==> src/rtl/io_dev_decoder.sv <==
// I/O device decoder: turns the bridge's FD0xxxxx master bus into one-hot device selects,
// returns device ack/data and ends accesses to unmapped or silent devices with an error ack.
module io_dev_decoder #(
    parameter int         NDEV    = 8,
    parameter logic [7:0] TIMEOUT = 8'd255
) (
    input  logic                 clk_i,
    input  logic                 rst_i,
    input  logic                 s_cyc_i,
    input  logic                 s_stb_i,
    input  logic                 s_we_i,
    input  logic [3:0]           s_sel_i,
    input  logic [31:0]          s_adr_i,
    input  logic [31:0]          s_dat_i,
    output logic                 s_ack_o,
    output logic                 s_err_o,
    output logic [31:0]          s_dat_o,
    output logic [NDEV-1:0]      m_cs_o,
    output logic                 m_cyc_o,
    output logic                 m_stb_o,
    output logic                 m_we_o,
    output logic [3:0]           m_sel_o,
    output logic [15:0]          m_adr_o,
    output logic [31:0]          m_dat_o,
    input  logic [NDEV-1:0]      m_ack_i,
    input  logic [32*NDEV-1:0]   m_dat_i,
    output logic [7:0]           err_cnt_o
);

    typedef enum logic [1:0] {
        IDLE   = 2'd0,
        ACCESS = 2'd1,
        RESP   = 2'd2
    } state_t;

    localparam logic [3:0] NDEV_W = 4'(NDEV);

    state_t            state_q, state_d;
    logic [2:0]        dev_q, dev_d;
    logic [7:0]        cnt_q, cnt_d;
    logic              ack_d, err_d;
    logic [31:0]       sdat_d;
    logic [NDEV-1:0]   cs_d;
    logic              cyc_d, stb_d, we_d;
    logic [3:0]        sel_d;
    logic [15:0]       adr_d;
    logic [31:0]       mdat_d;
    logic [7:0]        err_cnt_d;

    logic              unmapped;
    logic              dev_ack;
    logic [31:0]       dev_dat;
    logic [7:0]        err_cnt_inc;
    logic              unused_adr;

    // Bridge already fixed the window bits; they carry no decode information here.
    assign unused_adr = ^s_adr_i[31:20];

    assign unmapped    = s_adr_i[19] || ({1'b0, s_adr_i[18:16]} >= NDEV_W);
    assign err_cnt_inc = (err_cnt_o == 8'hFF) ? err_cnt_o : err_cnt_o + 8'd1;

    // Only the latched slot's ack and data are ever looked at.
    always_comb begin
        dev_ack = 1'b0;
        dev_dat = '0;
        for (int k = 0; k < NDEV; k++) begin
            if (dev_q == 3'(k)) begin
                dev_ack = m_ack_i[k];
                dev_dat = m_dat_i[32*k +: 32];
            end
        end
    end

    always_comb begin
        state_d   = state_q;
        dev_d     = dev_q;
        cnt_d     = cnt_q;
        ack_d     = s_ack_o;
        err_d     = s_err_o;
        sdat_d    = s_dat_o;
        cs_d      = m_cs_o;
        cyc_d     = m_cyc_o;
        stb_d     = m_stb_o;
        we_d      = m_we_o;
        sel_d     = m_sel_o;
        adr_d     = m_adr_o;
        mdat_d    = m_dat_o;
        err_cnt_d = err_cnt_o;

        case (state_q)
            IDLE: begin
                cs_d = '0;
                if (s_cyc_i && s_stb_i && !s_ack_o) begin
                    if (unmapped) begin
                        ack_d     = 1'b1;
                        err_d     = 1'b1;
                        sdat_d    = 32'hFFFF_FFFF;
                        err_cnt_d = err_cnt_inc;
                        state_d   = RESP;
                    end else begin
                        dev_d = s_adr_i[18:16];
                        for (int k = 0; k < NDEV; k++)
                            cs_d[k] = (s_adr_i[18:16] == 3'(k));
                        cyc_d   = 1'b1;
                        stb_d   = 1'b1;
                        we_d    = s_we_i;
                        sel_d   = s_sel_i;
                        adr_d   = s_adr_i[15:0];
                        mdat_d  = s_dat_i;
                        cnt_d   = 8'd0;
                        state_d = ACCESS;
                    end
                end
            end

            ACCESS: begin
                if (dev_ack) begin
                    sdat_d  = dev_dat;
                    ack_d   = 1'b1;
                    err_d   = 1'b0;
                    cs_d    = '0;
                    cyc_d   = 1'b0;
                    stb_d   = 1'b0;
                    we_d    = 1'b0;
                    state_d = RESP;
                end else if (cnt_q == TIMEOUT) begin
                    sdat_d    = 32'hFFFF_FFFF;
                    ack_d     = 1'b1;
                    err_d     = 1'b1;
                    err_cnt_d = err_cnt_inc;
                    cs_d      = '0;
                    cyc_d     = 1'b0;
                    stb_d     = 1'b0;
                    we_d      = 1'b0;
                    state_d   = RESP;
                end else if (!s_cyc_i) begin
                    cs_d    = '0;
                    cyc_d   = 1'b0;
                    stb_d   = 1'b0;
                    we_d    = 1'b0;
                    state_d = IDLE;
                end else begin
                    cnt_d = cnt_q + 8'd1;
                end
            end

            RESP: begin
                if (!s_stb_i) begin
                    ack_d   = 1'b0;
                    err_d   = 1'b0;
                    sdat_d  = '0;
                    state_d = IDLE;
                end
            end

            default: begin
                cs_d    = '0;
                cyc_d   = 1'b0;
                stb_d   = 1'b0;
                we_d    = 1'b0;
                ack_d   = 1'b0;
                err_d   = 1'b0;
                state_d = IDLE;
            end
        endcase
    end

    always_ff @(posedge clk_i or posedge rst_i) begin
        if (rst_i) begin
            state_q   <= IDLE;
            dev_q     <= '0;
            cnt_q     <= '0;
            s_ack_o   <= 1'b0;
            s_err_o   <= 1'b0;
            s_dat_o   <= '0;
            m_cs_o    <= '0;
            m_cyc_o   <= 1'b0;
            m_stb_o   <= 1'b0;
            m_we_o    <= 1'b0;
            m_sel_o   <= '0;
            m_adr_o   <= '0;
            m_dat_o   <= '0;
            err_cnt_o <= '0;
        end else begin
            state_q   <= state_d;
            dev_q     <= dev_d;
            cnt_q     <= cnt_d;
            s_ack_o   <= ack_d;
            s_err_o   <= err_d;
            s_dat_o   <= sdat_d;
            m_cs_o    <= cs_d;
            m_cyc_o   <= cyc_d;
            m_stb_o   <= stb_d;
            m_we_o    <= we_d;
            m_sel_o   <= sel_d;
            m_adr_o   <= adr_d;
            m_dat_o   <= mdat_d;
            err_cnt_o <= err_cnt_d;
        end
    end

endmodule

==> config.mk <==
export PLATFORM = sky130hd
export DESIGN_NAME = io_dev_decoder
export DESIGN_NICKNAME = d
export VERILOG_FILES = /design/src/rtl/io_dev_decoder.sv
export SDC_FILE = /design/constraint.sdc
export NUM_CORES = 1
export LEC_CHECK = 0
export BUFFER_PORTS_ARGS = -buffer_cell sky130_fd_sc_hd__buf_2
export CAP_MARGIN = 20
export CORE_AREA = 2 2 173 175
export DETAILED_ROUTE_END_ITERATION = 6
export DIE_AREA = 0 0 175 177
export GPL_TIMING_DRIVEN = 0
export PLACE_DENSITY = 0.55
export SETUP_SLACK_MARGIN = 0.1
export SLEW_MARGIN = 0
export SYNTH_ARGS = -nofsm -noshare
export SYNTH_HDL_FRONTEND = slang
export SYNTH_SLANG_ARGS = --single-unit
==> constraint.sdc <==
create_clock -name clk_i -period 7.2 [get_ports clk_i]
set_input_delay 0.72 -clock clk_i [delete_from_list [all_inputs] [get_ports clk_i]]
set_output_delay 0.72 -clock clk_i [all_outputs]
set_load 0.02 [all_outputs]
==> impl_metrics.tcl, run 1 <==
set metrics [dict create \
    status "finished clean" \
    synth_simple_gate_area_frac 0.191 \
    die_area_um2 31000 \
    synthArstFlopShare 1.00 \
    fin_crit_sh 0.458 \
    grt_max_degree 61 \
    cpMostUsedCell "clkbuf_1" \
    period_needed_ns 3.30 \
    synthesis.area_um2 7010 \
    rows 63 \
    crit_buf_inv 4 \
    cts_resized 0 \
    routabilityCongestion 0.867 \
    muxShareOfSynthArea 0.171 \
    worst_pin_slew_ns 0.910 \
    synth_xor_area_frac 0.0100 \
    layout_commonest_cell "buf_2" \
    cap_violations 0 \
    slew_headroom 0.393 \
    syn_nets 1095 \
    synthAdderAreaFrac 0.00357 \
    clkSlewWorstSetupHoldPaths_ns 0.06 \
    dpl-instance-area_um2 9690 \
    power_density_nw_per_um2 341 \
    root_buffer "clkbuf_16" \
    clock_sinks 117 \
    rsz0062_at_grt "no" \
    nets 1546 \
    arrival_ns 3.63 \
    portBuffers 429 \
    clock_skew_ns 0.0136 \
    ctsLongestPathBuffers 2 \
    worst_slack_ns 3.90 \
    critPathLaunchType "flop" \
    cts_tree "built" \
    synth_top_cell_by_area "dfrtp_1" \
    drive_above_1_share 0.439 \
    required_ns 7.53 \
    h-tree-depth 4 \
    fin_setup_tns_ns 0 \
    criticalPathCategory "flop to flop" \
    setup_violations 0 \
    drc 0 \
    ir_drop_v 0.000153 \
    clk_latency_ns 0.43 \
    instances_no_fill 1610 \
    synth_compound_gate_area_share 0.153 \
    detail-route-antenna-nets 0 \
    yosysSeqAreaShare 0.418 \
    max_freq_mhz 303 \
    path_delay_family "buffers and inverters" \
    area_delta_synth_final_pct 47.0 \
    avgSynthCellArea_um2 9.27 \
    grt_use_total 0.191 \
    final_cell_mix "buf_2, nand2_1, dfrtp_1, clkbuf_1, a31oi_1" \
    grt_pass1_wl_um 44800 \
    synth.ff_latch_count 117 \
    synth_top_area_share 0.418 \
    n_antenna_cell 0 \
    place_ws_ns 3.68 \
    die_h_um 177 \
    die_w_um 175 \
    wl_per_cell_um 18.9 \
    first_global_vias 7889 \
    cts_inserted_buffers 17 \
    vias 7662 \
    dp_hpwl_um 24200 \
    vias_per_cell 4.76 \
    critPathMaxFanout 10 \
    hp-class "input pin to asynchronous set/reset pin" \
    cp_slowest_cell "buf_1" \
    cellLeakagePower_nw 5.29 \
    yosysUniqueCellTypes 49 \
    antenna_found_initial 2 \
    num_io_pins 442 \
    drt-initial-drc-count 329 \
    cts_setup_buffers 0 \
    core_area_um2 29200 \
    synth-edff-count 0 \
    synthTopCellsByArea "dfrtp_1, nand2_1, mux4_2, mux2_2, a31oi_1" \
    drt_pass1_iterations 5 \
    synth_top_family_by_area "simple AND/OR/NAND/NOR gates" \
    wl_um 30500 \
    utilization 0.352 \
    synth_cells 756 \
    cts.hold.buffers_added 0 \
    overflow 0 \
    slew_viol_final 0 \
    start_util 0.240 \
    critical_path.cell_chain "buf_4, clkbuf_1, buf_1, nand3_1, nor2_1, clkbuf_1, nand2_1, a32oi_1" \
    slowest_delay_ns 0.65 \
    design_area_um2 10300 \
    ys_warn_count 0 \
    hold_violations 0 \
    synth_ff_type "dfrtp_1" \
    worstSetupEndpointType "flop" \
    numPlacedInstances 1577 \
]
[sequential cells by signal, summed over array words and instances (netlist names), 2 cells and up]
name and count:
cnt_q 8, state_q 2, m_adr_o 16, m_cs_o 8, dev_q 3, s_dat_o 32, m_dat_o 32, m_sel_o 4
err_cnt_o 8
[worst paths after layout]
path                                          from                 endpoint  slack [ns]  cells after the start
max reg2reg                   dev_q[1]$_DFFE_PP0P_   s_dat_o[2]$_DFFE_PP0P_        3.90                      8
max in group asynchronous                    rst_i   s_dat_o[8]$_DFFE_PP0P_        6.12                      3
min in group clk_i         m_dat_o[16]$_DFFE_PP0P_  m_dat_o[16]$_DFFE_PP0P_        0.47                      2
min reg2reg                m_dat_o[16]$_DFFE_PP0P_  m_dat_o[16]$_DFFE_PP0P_        0.47                      2
min                                          rst_i  m_dat_o[30]$_DFFE_PP0P_        0.36                      2
max                           dev_q[1]$_DFFE_PP0P_   s_dat_o[2]$_DFFE_PP0P_        3.90                      8
[per-layer routing]
metal,track usage,share of wire,vias to the layer above
met2,0.331,0.49,341
met5,0,0.0011,-
met4,0.0490,0.016,4
li1,-,-,3614
met3,0.0520,0.075,33
met1,0.236,0.42,3670
[through the flow]
stage               power, mW  hold WS [ns]
floorplan                2.03         0.475
global placement         2.64         0.454
CTS                      3.55         0.394
finish                   3.52         0.364
global route             3.74         0.408
detailed placement       2.66         0.457
[power breakdown]
part           switching [mW]  total (mW)  leakage, nW  internal, mW
logic                   0.983        1.62         3.55         0.640
clock network           0.344       0.875        0.282         0.531
registers               0.132        1.02         1.46         0.885
[kinds of logic (layout without fill, tap and decap cells)]
kind of cell    count (synthesis)  count (layout)
simple gates                  311             311
compound gates                150             150
flops                         117             117
buf+inv                        95             559
mux                            73              73
xor+xnor                        8               8
fa+ha+maj                       2               2
[worst reg2reg max path: cells and delay by family (launching register included)]
family	cells	cell delay, ns
AOI/OAI and AO/OA	1	0.22
buffers and inverters	4	1.87
DFF	1	0.32
and+or+nand+nor	3	0.79
[cells in the mapped netlist (all sizes together), types with 3 or more instances]
| cell | n |
|---|---|
| nand2b | 3 |
| o21a | 3 |
| nand4 | 5 |
| a21oi | 23 |
| inv | 33 |
| a221o | 18 |
| o31ai | 7 |
| mux2i | 17 |
| o211ai | 13 |
| nor3 | 4 |
| a31oi | 36 |
| mux4 | 35 |
| and3 | 33 |
| clkbuf | 42 |
| nand3 | 7 |
| o22ai | 3 |
| nor2 | 24 |
| o21ai | 16 |
| nor2b | 6 |
| buf | 20 |
| a21o | 3 |
| or3 | 4 |
| mux2 | 21 |
| a22o | 3 |
| xnor2 | 6 |
| nand2 | 217 |
| a32oi | 12 |
| dfrtp | 117 |
[cell type report]
| class | instances | area (µm²) |
|---|---|---|
| multi-input combinational | 544 | 3700 |
| sequential | 117 | 2930 |
| tap | 390 | 488 |
| fill | 3109 | 18900 |
| clock inverter | 13 | 148 |
| inverter | 33 | 129 |
| buffer | 62 | 260 |
| clock buffer | 19 | 453 |
| timing repair buffer | 432 | 2200 |
(Power assumes the default switching activity.)
==> run 2: changes to the inputs <==
--- a/config.mk
+++ b/config.mk
@@ -11,7 +11,7 @@
 export DETAILED_ROUTE_END_ITERATION = 6
 export DIE_AREA = 0 0 175 177
 export GPL_TIMING_DRIVEN = 0
-export PLACE_DENSITY = 0.55
+export PLACE_DENSITY = 0.57
 export SETUP_SLACK_MARGIN = 0.1
 export SLEW_MARGIN = 0
 export SYNTH_ARGS = -nofsm -noshare
==> constraint.sdc (replaced) <==
create_clock -name clk_i -period 2.6 [get_ports clk_i]
set_input_delay 0.26 -clock clk_i [delete_from_list [all_inputs] [get_ports clk_i]]
set_output_delay 0.26 -clock clk_i [all_outputs]
set_load 0.02 [all_outputs]
==> impl_metrics.tcl, run 2 (synthesis gave the netlist of run 1 again) <==
set metrics [dict create \
    status "finished clean" \
    vias_per_cell 4.82 \
    worstSetupEndpointType "flop" \
    critPathLaunch "dev_q[1]$_DFFE_PP0P_" \
    reg2reg_depth 10 \
    cpMostUsedCell "buf_6" \
    drt-initial-drc-count 400 \
    biggestRegsByFlops "m_dat_o (32), s_dat_o (32), m_adr_o (16)" \
    portBuffers 429 \
    num_io_pins 442 \
    total_power_mw 10.1 \
    core_area_um2 29200 \
    fin_crit_sh 0.961 \
    rrSetupSlack_ns 0.10 \
    root_buffer "clkbuf_16" \
    overflow 0 \
    grt_max_degree 40 \
    critical_path.cell_chain "buf_8, mux2i_1, a22o_1, or3_1, buf_6, o21a_1, buf_6, buf_6, a221o_1, mux2_2" \
    drc 0 \
    cellLeakagePower_nw 5.48 \
    routabilityCongestion 0.877 \
    critPathLaunchType "flop" \
    period_needed_ns 2.50 \
    slew_viol_final 0 \
    rsz0062_at_grt "yes" \
    cap_violations 0 \
    slew_headroom 0.515 \
    drive_above_1_share 0.472 \
    grt_use_total 0.193 \
    cts_tree "built" \
    hp-class "input pin to flop" \
    critPathMaxFanout 10 \
    hold_path_depth 3 \
    utilization 0.364 \
    wl_per_cell_um 18.8 \
    drt_pass1_iterations 5 \
    cts_inserted_buffers 17 \
    h-tree-depth 4 \
    slowest_delay_ns 0.38 \
    path_delay_family "compound AO/OA/AOI/OAI gates" \
    max_freq_mhz 400 \
    dp_hpwl_um 23800 \
    start_util 0.240 \
    clock_sinks 117 \
    first_global_vias 7932 \
    r2r-end "s_dat_o[29]$_DFFE_PP0P_" \
    cp.depth 10 \
    vias 7840 \
    wl_um 30600 \
    crit_buf_inv 4 \
    ctsLongestPathBuffers 2 \
    criticalPathCategory "flop to flop" \
    hold_violations 0 \
    crit_end "s_dat_o[29]$_DFFE_PP0P_" \
    clock_skew_ns 0.0124 \
    grt_pass1_wl_um 45300 \
    setup_violations 0 \
    power_density_nw_per_um2 951 \
    final_cell_mix "buf_2, nand2_1, dfrtp_1, a31oi_1, mux4_2" \
    clkSlewWorstSetupHoldPaths_ns 0.06 \
    reg2reg_from "dev_q[1]$_DFFE_PP0P_" \
    detail-route-antenna-nets 0 \
    ir_drop_v 0.000389 \
    arrival_ns 2.80 \
    clk_latency_ns 0.42 \
    antenna_found_initial 2 \
    die_area_um2 31000 \
    die_w_um 175 \
    place_ws_ns -0.983 \
    worst_pin_slew_ns 0.727 \
    nFillCells 3063 \
    worst_slack_ns 0.101 \
    nets 1563 \
    layout_commonest_cell "buf_2" \
    area_delta_synth_final_pct 51.8 \
    required_ns 2.90 \
    rows 63 \
    fin_setup_tns_ns 0 \
    cp_slowest_cell "dfrtp_1" \
    die_h_um 177 \
]
-- run 2: changes by cell type in the layout (fill, tap and decap cells not counted), moves of 3 or more --
| cell | delta |
|---|---|
| buf_4 | +16 |
| clkbuf_1 | -15 |
| clkbuf_2 | +13 |
| buf_1 | -6 |
| buf_6 | +6 |
| buf_12 | +3 |
| buf_2 | -3 |
| clkinv_4 | -3 |
| clkinvlp_4 | +3 |
| nor2_1 | -3 |
-- run 2: tightest hold or removal path: stages --
cell,delay [ns]
buf_2,0.08
nand2_1,0.04
nand2_1,0.04
-- run 2: where the power goes --
part           total, mW  switching, mW  internal (mW)
Combinational       4.72           2.77           1.95
Sequential          2.81          0.356           2.45
Clock               2.59          0.936           1.65
-- run 2: metal layers --
layer | wire length [µm] | track usage | vias to the layer above | share of wire
met4 | 556 | 0.0646 | 2 | 0.018
met2 | 14800 | 0.322 | 389 | 0.48
met5 | 10 | 0 | - | 0.00033
met3 | 2460 | 0.0533 | 37 | 0.080
li1 | - | - | 3657 | -
met1 | 12800 | 0.241 | 3755 | 0.42
-- run 2: worst min path at each step --
stage                start                       to  slack (ns)
6_report        s_dat_i[1]   m_dat_o[1]$_DFFE_PP0P_        0.02
5_1_grt        s_dat_i[22]  m_dat_o[22]$_DFFE_PP0P_        0.01
4_1_cts         s_dat_i[2]   m_dat_o[2]$_DFFE_PP0P_       0.007
3_5_place_dp         rst_i   m_adr_o[4]$_DFFE_PP0P_        0.29
3_3_place_gp   s_dat_i[21]  m_dat_o[21]$_DFFE_PP0P_        0.45
2_1_floorplan  s_adr_i[18]    m_cs_o[3]$_DFFE_PP0P_        0.36
-- run 2: layout make-up --
type                       count  area [µm²]  area share
clock inverter                11         175      0.0165
inverter                      33         131      0.0123
tap                          390         488      0.0459
multi-input combinational    544        3760       0.354
sequential                   117        2930       0.275
buffer                        61         348      0.0327
clock buffer                  20         457      0.0429
timing repair buffer         450        2340       0.220
antenna                        1        2.50    0.000235
-- run 2: repair_timing --
action	in CTS	in global routing
resized for setup	44	22
hold endpoints to repair	16	0
hold buffers	1	0
pin swaps	4	0
setup endpoints to repair	45	59
setup buffers	11	5
-- run 2: stage by stage --
step	cell area [µm²]	hold slack, ns	instances
5_1_grt	10600	0.0135	1627
4_1_cts	10600	0.00748	1622
6_report	10600	0.0234	1627
3_5_place_dp	9720	0.292	1579
2_1_floorplan	7010	0.356	756
3_3_place_gp	9650	0.451	1575
==> run 3: changes to the inputs <==
--- a/config.mk
+++ b/config.mk
@@ -7,11 +7,13 @@
 export LEC_CHECK = 0
 export BUFFER_PORTS_ARGS = -buffer_cell sky130_fd_sc_hd__buf_2
 export CAP_MARGIN = 20
-export CORE_AREA = 2 2 173 175
+export CELL_PAD_IN_SITES_DETAIL_PLACEMENT = 2
+export CELL_PAD_IN_SITES_GLOBAL_PLACEMENT = 2
+export CORE_MARGIN = 2
+export CORE_UTILIZATION = 21
 export DETAILED_ROUTE_END_ITERATION = 6
-export DIE_AREA = 0 0 175 177
 export GPL_TIMING_DRIVEN = 0
-export PLACE_DENSITY = 0.57
+export PLACE_DENSITY = 0.82
 export SETUP_SLACK_MARGIN = 0.1
 export SLEW_MARGIN = 0
 export SYNTH_ARGS = -nofsm -noshare
==> impl_metrics.tcl, run 3 (synthesis gave the netlist of run 1 again) <==
set metrics [dict create \
    overflow 0 \
    cap_violations 0 \
    cts_inserted_buffers 17 \
    slew_headroom 0.531 \
    vias_per_cell 4.82 \
    h-tree-depth 4 \
    drt_pass1_iterations 4 \
    routabilityCongestion 0.882 \
    clock_sinks 117 \
    antenna_found_initial 7 \
    grt_pass1_wl_um 56100 \
    vias 8125 \
    start_util 0.214 \
    layout_commonest_cell "buf_2" \
    status "finished clean" \
    worst_slack_ns 0.0227 \
    nets 1565 \
    hold_violations 0 \
    max_freq_mhz 388 \
    critPathLaunchType "flop" \
    ctsLongestPathBuffers 2 \
    detail-route-antenna-nets 0 \
    hp-class "input pin to flop" \
    core_area_um2 32700 \
    rows 66 \
    rsz0062_at_grt "yes" \
    numPlacedInstances 1631 \
    arrival_ns 2.87 \
    root_buffer "clkbuf_16" \
    period_needed_ns 2.58 \
    portBuffers 429 \
    cpMostUsedCell "buf_6" \
    critPathMaxFanout 8 \
    wl_per_cell_um 22.1 \
    clkSlewWorstSetupHoldPaths_ns 0.07 \
    cp_slowest_cell "dfrtp_1" \
    worst_pin_slew_ns 0.703 \
    drc 0 \
    power_density_nw_per_um2 954 \
    final_cell_mix "buf_2, nand2_1, dfrtp_1, a31oi_1, mux4_2" \
    drt-initial-drc-count 388 \
    die_h_um 187 \
    clk_latency_ns 0.42 \
    first_global_vias 9111 \
    die_area_um2 34800 \
    slew_viol_final 0 \
    instances_no_fill 1687 \
    clock_skew_ns 0.0135 \
    num_io_pins 442 \
    slowest_delay_ns 0.38 \
    ir_drop_v 0.000368 \
    grt_use_total 0.211 \
    worstSetupEndpointType "flop" \
    criticalPathCategory "flop to flop" \
    dp_hpwl_um 30200 \
    cts_tree "built" \
    wl_um 37200 \
    place_ws_ns -0.983 \
    biggestRegsByFlops "m_dat_o (32), s_dat_o (32), m_adr_o (16)" \
    cellLeakagePower_nw 5.51 \
    critical_path.cell_chain "buf_8, mux2i_2, a22o_4, or3_4, buf_6, o21a_1, buf_6, buf_4, a221o_1, mux2_2" \
    area_delta_synth_final_pct 53.5 \
    required_ns 2.89 \
    grt_max_degree 39 \
    die_w_um 187 \
    fin_crit_sh 0.991 \
    setup_violations 0 \
    drive_above_1_share 0.475 \
]
run 3: changes by cell type in the layout (fill, tap and decap cells not counted), sizes merged:
| cell | previous run | this run |
|---|---|---|
| clkinvlp | 7 | 3 |
| inv | 32 | 38 |
| bufinv | 4 | 2 |
| buf | 467 | 472 |
| diode | 1 | 6 |
| clkbuf | 61 | 57 |
| clkdlybuf4s15 | 2 | 1 |
| clkinv | 1 | 4 |
run 3: cell type report:
type,instances,area [µm²]
fill,3811,21900
multi-input combinational,544,3800
sequential,117,2930
timing repair buffer,453,2370
tap,442,553
clock buffer,18,439
buffer,60,350
clock inverter,14,165
inverter,33,131
antenna,6,15.0
run 3: metal layers:
metal | wire length [µm] | share of wire | GRT usage | up-vias
met5 | 13 | 0.00035 | 0 | -
met4 | 925 | 0.025 | 0.0659 | 2
met3 | 2960 | 0.079 | 0.0717 | 66
met2 | 18200 | 0.49 | 0.359 | 314
met1 | 15100 | 0.41 | 0.250 | 4087
li1 | - | - | - | 3656
run 3: path summary, 6_finish.rpt:
kind	start	endpoint	slack (ns)	cells past startpoint
setup / recovery	dev_q[1]$_DFFE_PP0P_	s_dat_o[10]$_DFFE_PP0P_	0.02	10
hold / removal	s_adr_i[0]	m_adr_o[0]$_DFFE_PP0P_	0.04	3
setup reg to reg	dev_q[1]$_DFFE_PP0P_	s_dat_o[10]$_DFFE_PP0P_	0.02	10
hold reg to reg	m_dat_o[31]$_DFFE_PP0P_	m_dat_o[31]$_DFFE_PP0P_	0.47	2
max in group asynchronous	rst_i	dev_q[1]$_DFFE_PP0P_	1.34	5
min in group asynchronous	rst_i	m_adr_o[1]$_DFFE_PP0P_	0.46	3
run 3: power breakdown:
group / internal (mW) / switching, mW
clock: 1.47 / 0.998
sequential: 2.45 / 0.367
combinational: 1.99 / 2.98
total: 5.92 / 4.35
run 3: timing repair:
item / CTS / global route
pin swaps: 3 / 3
cloned: 1 / 0
hold buffers: 1 / 0
buffers inserted: 11 / 7
endpoints found under the hold margin: 22 / 0
endpoints found under the setup margin: 60 / 45
gates resized for setup: 49 / 23
run 3: per-stage QoR:
| stage | instance area, µm² | util | power [mW] | hold WS (ns) | setup TNS (ns) |
|---|---|---|---|---|---|
| after detailed placement | 9790 | 0.299 | 7.53 | 0.360 | -31.04 |
| final | 10800 | 0.329 | 10.3 | 0.0351 | 0 |
| after global routing | 10800 | 0.329 | 10.9 | 0.0126 | -0.455 |
| after floorplan | 7010 | - | 5.61 | 0.356 | 0 |
| after CTS | 10600 | 0.326 | 10.3 | 0.00919 | 0 |
| after global placement | 9710 | 0.297 | 7.34 | 0.451 | -70.89 |
run 3: worst max-delay path, delay by kind of cell, from the launching register on:
family                 cells  cell delay [ns]
multiplexers               2             0.43
buffers and inverters      4             0.56
AO/OA/AOI/OAI              3             0.75
flip-flops                 1             0.38
AND/OR/NAND/NOR            1             0.33
